### config.mk
export PLATFORM = sky130hd
export DESIGN_NAME = pcler8_timer_ctrl_flat
export DESIGN_NICKNAME = d
export VERILOG_FILES = /design/src/rtl/pcler8_pkg.sv /design/src/rtl/pcler8_timer_ctrl_if.sv /design/src/rtl/pcler8_count_cell.sv /design/src/rtl/pcler8_timer_ctrl.sv /design/src/flat_wrapper.sv
export SDC_FILE = /design/constraint.sdc
export NUM_CORES = 1
export LEC_CHECK = 0
export CAP_MARGIN = 25
export CORE_AREA = 2 2 76 42
export DETAILED_ROUTE_END_ITERATION = 12
export DIE_AREA = 0 0 78 44
export MAX_ROUTING_LAYER = met4
export PLACE_DENSITY = 0.67
export SLEW_MARGIN = 15
export SYNTH_ARGS = -nofsm -noshare
export SYNTH_HDL_FRONTEND = slang
export SYNTH_HIERARCHICAL = 1
export SYNTH_SLANG_ARGS = --single-unit
export TNS_END_PERCENT = 5
### constraint.sdc
create_clock -name clk -period 2.9 [get_ports clk]
set_clock_uncertainty 0.1 [all_clocks]
set_input_delay 0.29 -clock clk [delete_from_list [all_inputs] [get_ports clk]]
set_output_delay 0.29 -clock clk [all_outputs]
set_load 0.005 [all_outputs]
### src/rtl/pcler8_pkg.sv
`default_nettype none
// ---------------------------------------------------------------------------
// Module   : pcler8_pkg
// Purpose  : Shared types and constants for the pcler8 interval timer.
// Revision : 1.0 - initial release
// ---------------------------------------------------------------------------
package pcler8_pkg;

    localparam int unsigned c_WIDTH = 8;

    localparam logic [c_WIDTH-1:0] c_TERMINAL = '1;

    typedef enum logic [1:0] {
        ST_IDLE  = 2'd0,
        ST_RUN   = 2'd1,
        ST_PAUSE = 2'd2
    } state_t;

endpackage
`default_nettype wire

### src/rtl/pcler8_timer_ctrl_if.sv
`default_nettype none
// ---------------------------------------------------------------------------
// Module   : pcler8_timer_ctrl_if
// Purpose  : Configuration/control bus and status outputs of the timer.
// Revision : 1.0 - initial release
// ---------------------------------------------------------------------------
interface pcler8_timer_ctrl_if
    import pcler8_pkg::*;
#(
    parameter int unsigned WIDTH = c_WIDTH
);
    logic             cfg_we;
    logic [WIDTH-1:0] cfg_reload;
    logic             cfg_periodic;
    logic             start;
    logic             stop;
    logic             hold;
    logic             tick;
    logic             irq_ack;
    logic [WIDTH-1:0] count;
    logic             busy;
    logic             tc_pulse;
    logic             irq;
    logic             irq_ovf;

    modport master (
        output cfg_we, cfg_reload, cfg_periodic, start, stop, hold, tick, irq_ack,
        input  count, busy, tc_pulse, irq, irq_ovf
    );

    modport slave (
        input  cfg_we, cfg_reload, cfg_periodic, start, stop, hold, tick, irq_ack,
        output count, busy, tc_pulse, irq, irq_ovf
    );
endinterface
`default_nettype wire

### src/rtl/pcler8_count_cell.sv
`default_nettype none
// ---------------------------------------------------------------------------
// Module   : pcler8_count_cell
// Purpose  : Combinational next-count logic: load, increment, terminal reload.
// Revision : 1.0 - initial release
// ---------------------------------------------------------------------------
module pcler8_count_cell
    import pcler8_pkg::*;
#(
    parameter int unsigned      WIDTH    = c_WIDTH,
    parameter logic [WIDTH-1:0] TERMINAL = '1
) (
    input  wire logic [WIDTH-1:0] i_count,
    input  wire logic             i_load,
    input  wire logic [WIDTH-1:0] i_load_val,
    input  wire logic             i_en,
    input  wire logic             i_reload_tc,
    output logic      [WIDTH-1:0] o_count_nxt,
    output logic                  o_tc
);

    logic w_tc;

    assign w_tc = i_en && (i_count == TERMINAL);
    assign o_tc = w_tc;

    // An explicit load outranks everything; a terminal tick reloads instead of wrapping.
    always_comb begin
        o_count_nxt = i_count;
        if (i_load) begin
            o_count_nxt = i_load_val;
        end else if (w_tc && i_reload_tc) begin
            o_count_nxt = i_load_val;
        end else if (i_en) begin
            o_count_nxt = i_count + 1'b1;
        end
    end

endmodule
`default_nettype wire

### src/rtl/pcler8_timer_ctrl.sv
`default_nettype none
// ---------------------------------------------------------------------------
// Module   : pcler8_timer_ctrl
// Purpose  : Interval timer controller: load/run/pause FSM, reload, sticky irq.
// Revision : 1.0 - initial release
// ---------------------------------------------------------------------------
module pcler8_timer_ctrl
    import pcler8_pkg::*;
#(
    parameter int unsigned WIDTH = c_WIDTH
) (
    input wire logic          clk,
    input wire logic          rst,
    pcler8_timer_ctrl_if.slave bus
);

    state_t           r_state;
    state_t           w_state_nxt;
    logic [WIDTH-1:0] r_count;
    logic [WIDTH-1:0] w_count_nxt;
    logic [WIDTH-1:0] r_reload;
    logic             r_periodic;
    logic             r_tc_pulse;
    logic             r_irq;
    logic             r_irq_ovf;
    logic             w_load;
    logic             w_en;
    logic             w_tc;

    // stop beats start; start beats hold; hold beats tick
    assign w_load = bus.start && !bus.stop;
    assign w_en   = (r_state == ST_RUN) && !bus.stop && !bus.start && !bus.hold && bus.tick;

    pcler8_count_cell #(
        .WIDTH    (WIDTH),
        .TERMINAL (c_TERMINAL)
    ) u_cell (
        .i_count     (r_count),
        .i_load      (w_load),
        .i_load_val  (r_reload),
        .i_en        (w_en),
        .i_reload_tc (1'b1),
        .o_count_nxt (w_count_nxt),
        .o_tc        (w_tc)
    );

    always_comb begin
        w_state_nxt = r_state;
        case (r_state)
            ST_IDLE: begin
                if (w_load) w_state_nxt = ST_RUN;
            end
            ST_RUN: begin
                if (bus.stop)                    w_state_nxt = ST_IDLE;
                else if (bus.start)              w_state_nxt = ST_RUN;
                else if (bus.hold)               w_state_nxt = ST_PAUSE;
                else if (w_tc && !r_periodic)    w_state_nxt = ST_IDLE;
            end
            ST_PAUSE: begin
                if (bus.stop)                    w_state_nxt = ST_IDLE;
                else if (bus.start || !bus.hold) w_state_nxt = ST_RUN;
            end
            default: w_state_nxt = ST_IDLE;
        endcase
    end

    always_ff @(posedge clk or posedge rst) begin
        if (rst) begin
            r_state    <= ST_IDLE;
            r_count    <= '0;
            r_reload   <= '0;
            r_periodic <= 1'b0;
            r_tc_pulse <= 1'b0;
            r_irq      <= 1'b0;
            r_irq_ovf  <= 1'b0;
        end else begin
            r_state    <= w_state_nxt;
            r_count    <= w_count_nxt;
            r_tc_pulse <= w_tc;
            if (bus.cfg_we) begin
                r_reload   <= bus.cfg_reload;
                r_periodic <= bus.cfg_periodic;
            end
            // A terminal count coinciding with an ack re-arms irq but starts a fresh overflow window.
            if (w_tc) begin
                r_irq <= 1'b1;
                if (bus.irq_ack)  r_irq_ovf <= 1'b0;
                else if (r_irq)   r_irq_ovf <= 1'b1;
            end else if (bus.irq_ack) begin
                r_irq     <= 1'b0;
                r_irq_ovf <= 1'b0;
            end
        end
    end

    assign bus.count    = r_count;
    assign bus.busy     = (r_state != ST_IDLE);
    assign bus.tc_pulse = r_tc_pulse;
    assign bus.irq      = r_irq;
    assign bus.irq_ovf  = r_irq_ovf;

endmodule
`default_nettype wire

### src/flat_wrapper.sv
// flat-port wrapper written by rule: the top's interface ports become plain ports
module pcler8_timer_ctrl_flat import pcler8_pkg::*;
#(
    parameter int unsigned WIDTH = c_WIDTH
)
  (clk, rst, bus_cfg_we, bus_cfg_reload, bus_cfg_periodic, bus_start, bus_stop, bus_hold, bus_tick, bus_irq_ack, bus_count, bus_busy, bus_tc_pulse, bus_irq, bus_irq_ovf);
  pcler8_timer_ctrl_if #(.WIDTH(WIDTH)) bus_i ();
  input wire logic clk;
  input wire logic rst;
  input wire logic [$bits(bus_i.cfg_we)-1:0] bus_cfg_we;
  input wire logic [$bits(bus_i.cfg_reload)-1:0] bus_cfg_reload;
  input wire logic [$bits(bus_i.cfg_periodic)-1:0] bus_cfg_periodic;
  input wire logic [$bits(bus_i.start)-1:0] bus_start;
  input wire logic [$bits(bus_i.stop)-1:0] bus_stop;
  input wire logic [$bits(bus_i.hold)-1:0] bus_hold;
  input wire logic [$bits(bus_i.tick)-1:0] bus_tick;
  input wire logic [$bits(bus_i.irq_ack)-1:0] bus_irq_ack;
  output wire logic [$bits(bus_i.count)-1:0] bus_count;
  output wire logic [$bits(bus_i.busy)-1:0] bus_busy;
  output wire logic [$bits(bus_i.tc_pulse)-1:0] bus_tc_pulse;
  output wire logic [$bits(bus_i.irq)-1:0] bus_irq;
  output wire logic [$bits(bus_i.irq_ovf)-1:0] bus_irq_ovf;
  assign bus_i.cfg_we = bus_cfg_we;
  assign bus_i.cfg_reload = bus_cfg_reload;
  assign bus_i.cfg_periodic = bus_cfg_periodic;
  assign bus_i.start = bus_start;
  assign bus_i.stop = bus_stop;
  assign bus_i.hold = bus_hold;
  assign bus_i.tick = bus_tick;
  assign bus_i.irq_ack = bus_irq_ack;
  assign bus_count = bus_i.count;
  assign bus_busy = bus_i.busy;
  assign bus_tc_pulse = bus_i.tc_pulse;
  assign bus_irq = bus_i.irq;
  assign bus_irq_ovf = bus_i.irq_ovf;
  pcler8_timer_ctrl #(.WIDTH(WIDTH)) u_core (.clk(clk), .rst(rst), .bus(bus_i));
endmodule
==> results of run 1 <==
layout make-up:
class / count / area [um^2]
fill: 255 / 1360
tap: 40 / 50.0
inverter: 3 / 11.3
sequential: 22 / 551
clock buffer: 4 / 55.1
timing repair buffer: 29 / 288
multi-input combinational: 61 / 490
worst min-delay path by stage:
stage,cells after the start,end
after detailed placement,1,u_core/r_reload[4]
after global placement,1,u_core/r_reload[0]
after CTS,2,u_core/r_reload[5]
after floorplan,1,u_core/bus.count[0]
final,2,u_core/r_reload[5]
after global routing,1,u_core/r_reload[2]
flip-flops by register name, indices dropped and copies added, names as in the netlist:
register             cells
u_core/bus.count         8
u_core/bus.irq           1
u_core/bus.irq_ovf       1
u_core/bus.tc_pulse      1
u_core/r_periodic        1
u_core/r_reload          8
u_core/r_state           2
per-stage QoR:
stage / std cells / power [W] / hold WS [ns] / worst slack [ns] / utilization [%]
after floorplan: 88 / 0.000454 / 0.179 / 0.855 / -
after global placement: 155 / 0.000529 / 0.397 / 0.705 / 49.6
after detailed placement: 155 / 0.000532 / 0.393 / 0.673 / 49.6
after CTS: 159 / 0.000749 / 0.417 / 0.951 / 51.6
after global routing: 159 / 0.000779 / 0.432 / 0.806 / 51.6
final: 159 / 0.000742 / 0.386 / 0.925 / 51.6
cells in the final DEF, fill, tap and decap left out, types with 2 or more instances in the layout:
| cell | instances |
|---|---|
| a21oi_1 | 7 |
| a21oi_2 | 2 |
| clkbuf_8 | 4 |
| clkdlybuf4s50_1 | 28 |
| dfrtp_1 | 22 |
| inv_1 | 3 |
| mux2_4 | 9 |
| nand2_1 | 5 |
| nand4_1 | 2 |
| nor2_1 | 8 |
| nor2_2 | 2 |
| nor3_1 | 3 |
| xnor2_1 | 4 |
| xor2_1 | 4 |
power by group:
| part | internal (W) | leakage [nW] | switching, W |
|---|---|---|---|
| logic | 0.0000979 | 0.316 | 0.0000528 |
| registers | 0.000338 | 0.262 | 0.0000362 |
| clock network | 0.000121 | 0.0288 | 0.0000959 |
| total | 0.000557 | 0.607 | 0.000185 |
kinds of logic after synthesis:
logic type | after synthesis | share of synthesized area, %
simple gates | 28 | 14.8
flops | 22 | 51.2
compound gates | 13 | 9.31
mux | 10 | 13.5
xor+xnor | 8 | 6.52
buf+inv | 5 | 3.14
fa+ha+maj | 1 | 1.16
other cells | 1 | 0.349
worst max-delay path, cell delays in order:
cell and delay [ns]:
clkdlybuf4s50_1 0.45, inv_1 0.06, nand4b_1 0.09, nor3_1 0.05, buf_4 0.16, and3_4 0.18
a41oi_4 0.52, nor2_1 0.10, a21oi_1 0.15
routing by layer:
metal | GRT usage [%] | vias up
met3 | 4.79 | 4
met1 | 17.3 | 341
met5 | - | -
li1 | - | 363
met2 | 19.5 | 21
met4 | 5.26 | 0
==> key figures, run 1 <==
Cells and area
  • N_diodes: 0
  • Final Cell Area: 1450 um^2
  • Layout cell share with drive strength beyond 1: 20.2%
  • Layout Nets: 138
  • Area grow syn2layout: 34.5%

Timing
  • Relative slew margins: 45.6%
  • RSZ-0062 raised after global routing: no
  • # setup viols final: 0
  • Slew Limit Fails: 0
  • TNS Setup: 0 ns
  • Hold Vio Cnt, Final: 0
  • Final worst path period share: 68.1%
  • Slew at the pin closest to its max-slew limit: 0.815 ns
  • Max Freq: 506 MHz
  • Fin crit period: 1.98 ns

Global route
  • First-pass GRT wire length: 3330 um
  • GRT overflow: 0
  • Vias in the first global route: 759
  • Gr usage total: 13.4%
  • Largest net degree at the start of global routing: 23
  • Initial antenna violation count: 0

Yosys
  • Synthesized Nets: 106
  • Mapped Area: 1070 um^2
  • Post-synth EDFFs: 0
  • Yosys warns: 6
  • #FFs+latches synth: 22
  • Synth Instances: 88
  • Count leader, synth: dfrtp_1
  • Seq/Total Area, Yosys: 51.2%
  • Cell taking the most area after synthesis: dfrtp_1
  • Top cells by count, synth: dfrtp_1 (22), mux2_4 (9), nor2_1 (8)
  • Top FF cell, synth: dfrtp_1
  • Top post-synthesis cells by area: dfrtp_1 (51%), mux2_4 (13%), a21oi_1 (3.3%)
  • Syn avg cell area: 12.2 um^2
  • Unique masters post-synth: 28
  • Top cell type's share of synthesized area: 51.2%
  • Post-synth ARST share: 100%

Worst setup path
  • Crit Path Max Fanout: 16
  • CP startpoint: bus_hold
  • Reg2reg end: u_core/r_state[0]
  • Setup crit end: u_core/bus.count[1]
  • Worst path arrival time: 2.06 ns
  • R2r setup slk: 0.96 ns
  • Startpoint class of the critical path: input port
  • Critical path class: input port to flip-flop
  • CP Data Required Time: 2.98 ns
  • FF-to-FF Start: u_core/r_state[1]
  • Crit end category: flip-flop
  • R2R cell count: 8

Routing
  • Pre-Repair DR Iteration Count: 4
  • DR iter-0 viols: 47
  • Mean routed wirelength per cell: 12.8 um
  • Vias: 729
  • Top sig layer: met4
  • Routed WL: 2040 um
  • Routed vias/inst: 4.58
  • Post-DRT Antenna Nets: 0
  • Residual DRC: 0
  • M1 WL: 1060 um
  • Wire length on met3: 118 um
  • Routed met2 length: 830 um

Clocking
  • H-tree level count: 1
  • CTS Buf Count: 3
  • CTS tree: yes
  • Worst-skew pair later-pin latency: 0.26 ns
  • Post-CTS Resized: 0
  • Root Driver: clkbuf_8
  • Postcts setup bufs: 0
  • Reg clk slew, reported paths: 0.08 ns
  • CTS Buffer Depth: 2
  • Number of hold buffers added after cts: 0
  • CTS Sinks: 22

Run
  • Max-cap violations: 0

Floorplanning
  • Die area: 3430 um^2
  • Core area: 2800 um^2
  • Die width: 78 um
  • IO Pins: 29
  • Die Height: 44 um
  • Initial core utilization: 38.3%
  • FP Rows: 14

Place
  • Hpwl dp: 1520 um
  • Placed cell areas: 1390 um^2
  • Placer Congestion: 0.764
  • PortBufs: 28

Power and ir drop
  • LEAKAGE: 0.607 nW
  • Worst vdd ir: 0.290 mV
  • Pwr Density: 514 nW/um^2

Worst hold path
  • Worst hold path type: input port to asynchronous set/reset pin

Status
  • Status: completed
(Power assumes the default switching activity.)
==> run 2: changes to the inputs <==
--- a/config.mk
+++ b/config.mk
@@ -10,7 +10,7 @@
 export DETAILED_ROUTE_END_ITERATION = 12
 export DIE_AREA = 0 0 78 44
 export MAX_ROUTING_LAYER = met4
-export PLACE_DENSITY = 0.67
+export PLACE_DENSITY = 0.7
 export SLEW_MARGIN = 15
 export SYNTH_ARGS = -nofsm -noshare
 export SYNTH_HDL_FRONTEND = slang
==> constraint.sdc (replaced) <==
create_clock -name clk -period 1.6 [get_ports clk]
set_clock_uncertainty 0.1 [all_clocks]
set_input_delay 0.16 -clock clk [delete_from_list [all_inputs] [get_ports clk]]
set_output_delay 0.16 -clock clk [all_outputs]
set_load 0.005 [all_outputs]
==> run 2 against run 1 <==
Net effect:
- the run now ends with setup timing left
- sequential share of layout area fell by 5.1 points
- sequential cell count did not move
- clock power up 52%
- first-iteration DRC count down 49%
- global-route usage up 4.5 points
- combinational power grew to 2.6 times the previous value
- via count up 20%
- sequential power up 75%
- core utilization up 8.0 points
- largest power group unchanged
- highest routed layer unchanged
==> key figures, run 2 (synthesis gave the netlist of run 1 again) <==
Routing
  • DR iter-0 viols: 24
  • Post-DRT Antenna Nets: 0
  • Routed WL: 2660 um
  • Residual DRC: 0
  • Routed met2 length: 1180 um
  • Vias: 873
  • Mean routed wirelength per cell: 14.7 um
  • M1 WL: 1200 um
  • Wire length on met3: 218 um
  • Routed vias/inst: 4.82
  • Top sig layer: met4
  • Pre-Repair DR Iteration Count: 4

Timing
  • # setup viols final: 11
  • TNS Setup: -2.24 ns
  • Slew Limit Fails: 0
  • Worst setup margin: -0.269 ns
  • Hold Vio Cnt, Final: 0
  • Final worst path period share: 117%
  • RSZ-0062 raised after global routing: yes
  • Fin crit period: 1.87 ns
  • Max Freq: 535 MHz

Place
  • Pre-CTS setup slack: -0.420 ns
  • PortBufs: 28
  • Placed cell areas: 1540 um^2
  • Placer Congestion: 0.823
  • Hpwl dp: 1930 um
  • Placed cells: 172

Clocking
  • CTS tree: yes
  • Reg clk slew, reported paths: 0.07 ns
  • CTS Sinks: 22
  • CTS Buffer Depth: 2
  • CTS Buf Count: 3
  • Worst-skew pair later-pin latency: 0.26 ns
  • H-tree level count: 1
  • Root Driver: clkbuf_8

Worst setup path
  • CP Data Required Time: 1.65 ns
  • Critical path class: flip-flop to flip-flop
  • Startpoint class of the critical path: flip-flop
  • Crit end category: flip-flop
  • Crit Path Max Fanout: 9
  • Worst path arrival time: 1.91 ns

Global route
  • Initial antenna violation count: 0
  • Vias in the first global route: 920
  • First-pass GRT wire length: 4380 um
  • GRT overflow: 0
  • Largest net degree at the start of global routing: 23
  • Gr usage total: 17.9%

Floorplanning
  • Die area: 3430 um^2
  • Die Height: 44 um
  • Initial core utilization: 38.3%
  • Die width: 78 um
  • IO Pins: 29
  • Core area: 2800 um^2
  • FP Rows: 14

Cells and area
  • Area grow syn2layout: 55.4%
  • Final Cell Area: 1670 um^2
  • N_diodes: 0
  • Fill count: 232
  • Layout Nets: 161
  • Most common cell after layout, fill and taps aside: clkdlybuf4s50_1
  • Cell Count, Final, Fillers Out: 181
  • Commonest non-fill, non-tap cells in the layout: clkdlybuf4s50_1 (27), dfrtp_1 (22), buf_4 (20), mux2_4 (9), nor2_1 (8)
  • Layout cell share with drive strength beyond 1: 39.0%

Power and ir drop
  • Comb power frac: 28.8%
  • Switching share of total power: 26.1%
  • Part of the power in registers: 47.4%
  • Total Power: 0.00138 W
  • Switching power: 0.000361 W
  • P_int: 0.00102 W
  • Worst vdd ir: 0.395 mV
  • Clock power frac: 23.8%
  • Pwr Density: 828 nW/um^2
  • LEAKAGE: 0.731 nW

Status
  • Status: complete, but fails checks
  • Failing checks: setup timing

Run
  • Max-cap violations: 0

Worst hold path
  • Worst hold path type: input port to asynchronous set/reset pin
run 2: layer usage:
| metal | vias to the layer above | GRT usage, % |
|---|---|---|
| met5 | - | - |
| li1 | 409 | - |
| met2 | 40 | 27.1 |
| met4 | 0 | 7.72 |
| met3 | 8 | 5.63 |
| met1 | 416 | 22.5 |
run 2: area by class of cell:
class	count	area (um^2)	area share, %
repair buffers	52	479	28.7
inverters	3	11.3	0.674
multi-input cells	61	538	32.2
clock buffers	3	41.3	2.47
flip-flops and latches	22	551	33.0
well taps	40	50.0	3.00
run 2: critical path: stages (launching register included):
cell and delay [ns]:
dfrtp_1 0.38, nand4b_1 0.23, nor3_4 0.18, buf_4 0.13, and3_4 0.19, a41oi_4 0.20
buf_6 0.22, nor2_2 0.09, a21oi_2 0.03
run 2: timing repair:
| item | 4_1_cts | 5_1_grt |
|---|---|---|
| hold buffers | 0 | 0 |
| pin swaps | 5 | 3 |
| setup buffers | 3 | 3 |
| setup endpoints to repair | 11 | 13 |
| gates resized for setup | 13 | 2 |
run 2: power groups by stage:
stage / combinational [W] / clock (W) / sequential (W)
floorplan: 0.000146 / 0 / 0.000677
global placement: 0.000360 / 0 / 0.000662
detailed placement: 0.000373 / 0 / 0.000666
CTS: 0.000399 / 0.000345 / 0.000656
global route: 0.000427 / 0.000364 / 0.000664
finish: 0.000398 / 0.000329 / 0.000656
run 2: path summary, 6_finish.rpt:
check / startpoint / to / slack [ns] / cells after the start
min: rst / u_core/r_reload[7] / 0.14 / 3
max reg2reg: u_core/r_state[1] / u_core/bus.count[5] / -0.27 / 8
max in group asynchronous: rst / u_core/bus.count[7] / 1.04 / 3
min reg2reg: u_core/bus.irq / u_core/bus.irq / 0.41 / 1
max: u_core/r_state[1] / u_core/bus.count[5] / -0.27 / 8
min in group clk: bus_irq_ack / u_core/bus.irq_ovf / 0.37 / 2
run 2: per-stage QoR:
step	hold slack, ns	utilization [%]
floorplan	0.0492	-
global placement	0.378	55.0
detailed placement	0.389	55.0
CTS	0.152	58.8
global route	0.176	59.6
finish	0.144	59.6
==> run 3: changes to the inputs <==
--- a/config.mk
+++ b/config.mk
@@ -7,8 +7,10 @@
 export LEC_CHECK = 0
 export CAP_MARGIN = 25
 export CORE_AREA = 2 2 76 42
+export CTS_BUF_LIST = sky130_fd_sc_hd__clkbuf_8 sky130_fd_sc_hd__clkbuf_16
 export DETAILED_ROUTE_END_ITERATION = 12
 export DIE_AREA = 0 0 78 44
+export HOLD_SLACK_MARGIN = 0.06
 export MAX_ROUTING_LAYER = met4
 export PLACE_DENSITY = 0.7
 export SLEW_MARGIN = 15
==> results of run 3 <==
Same layout as run 2: the final DEF is identical, and so are final timing and power.
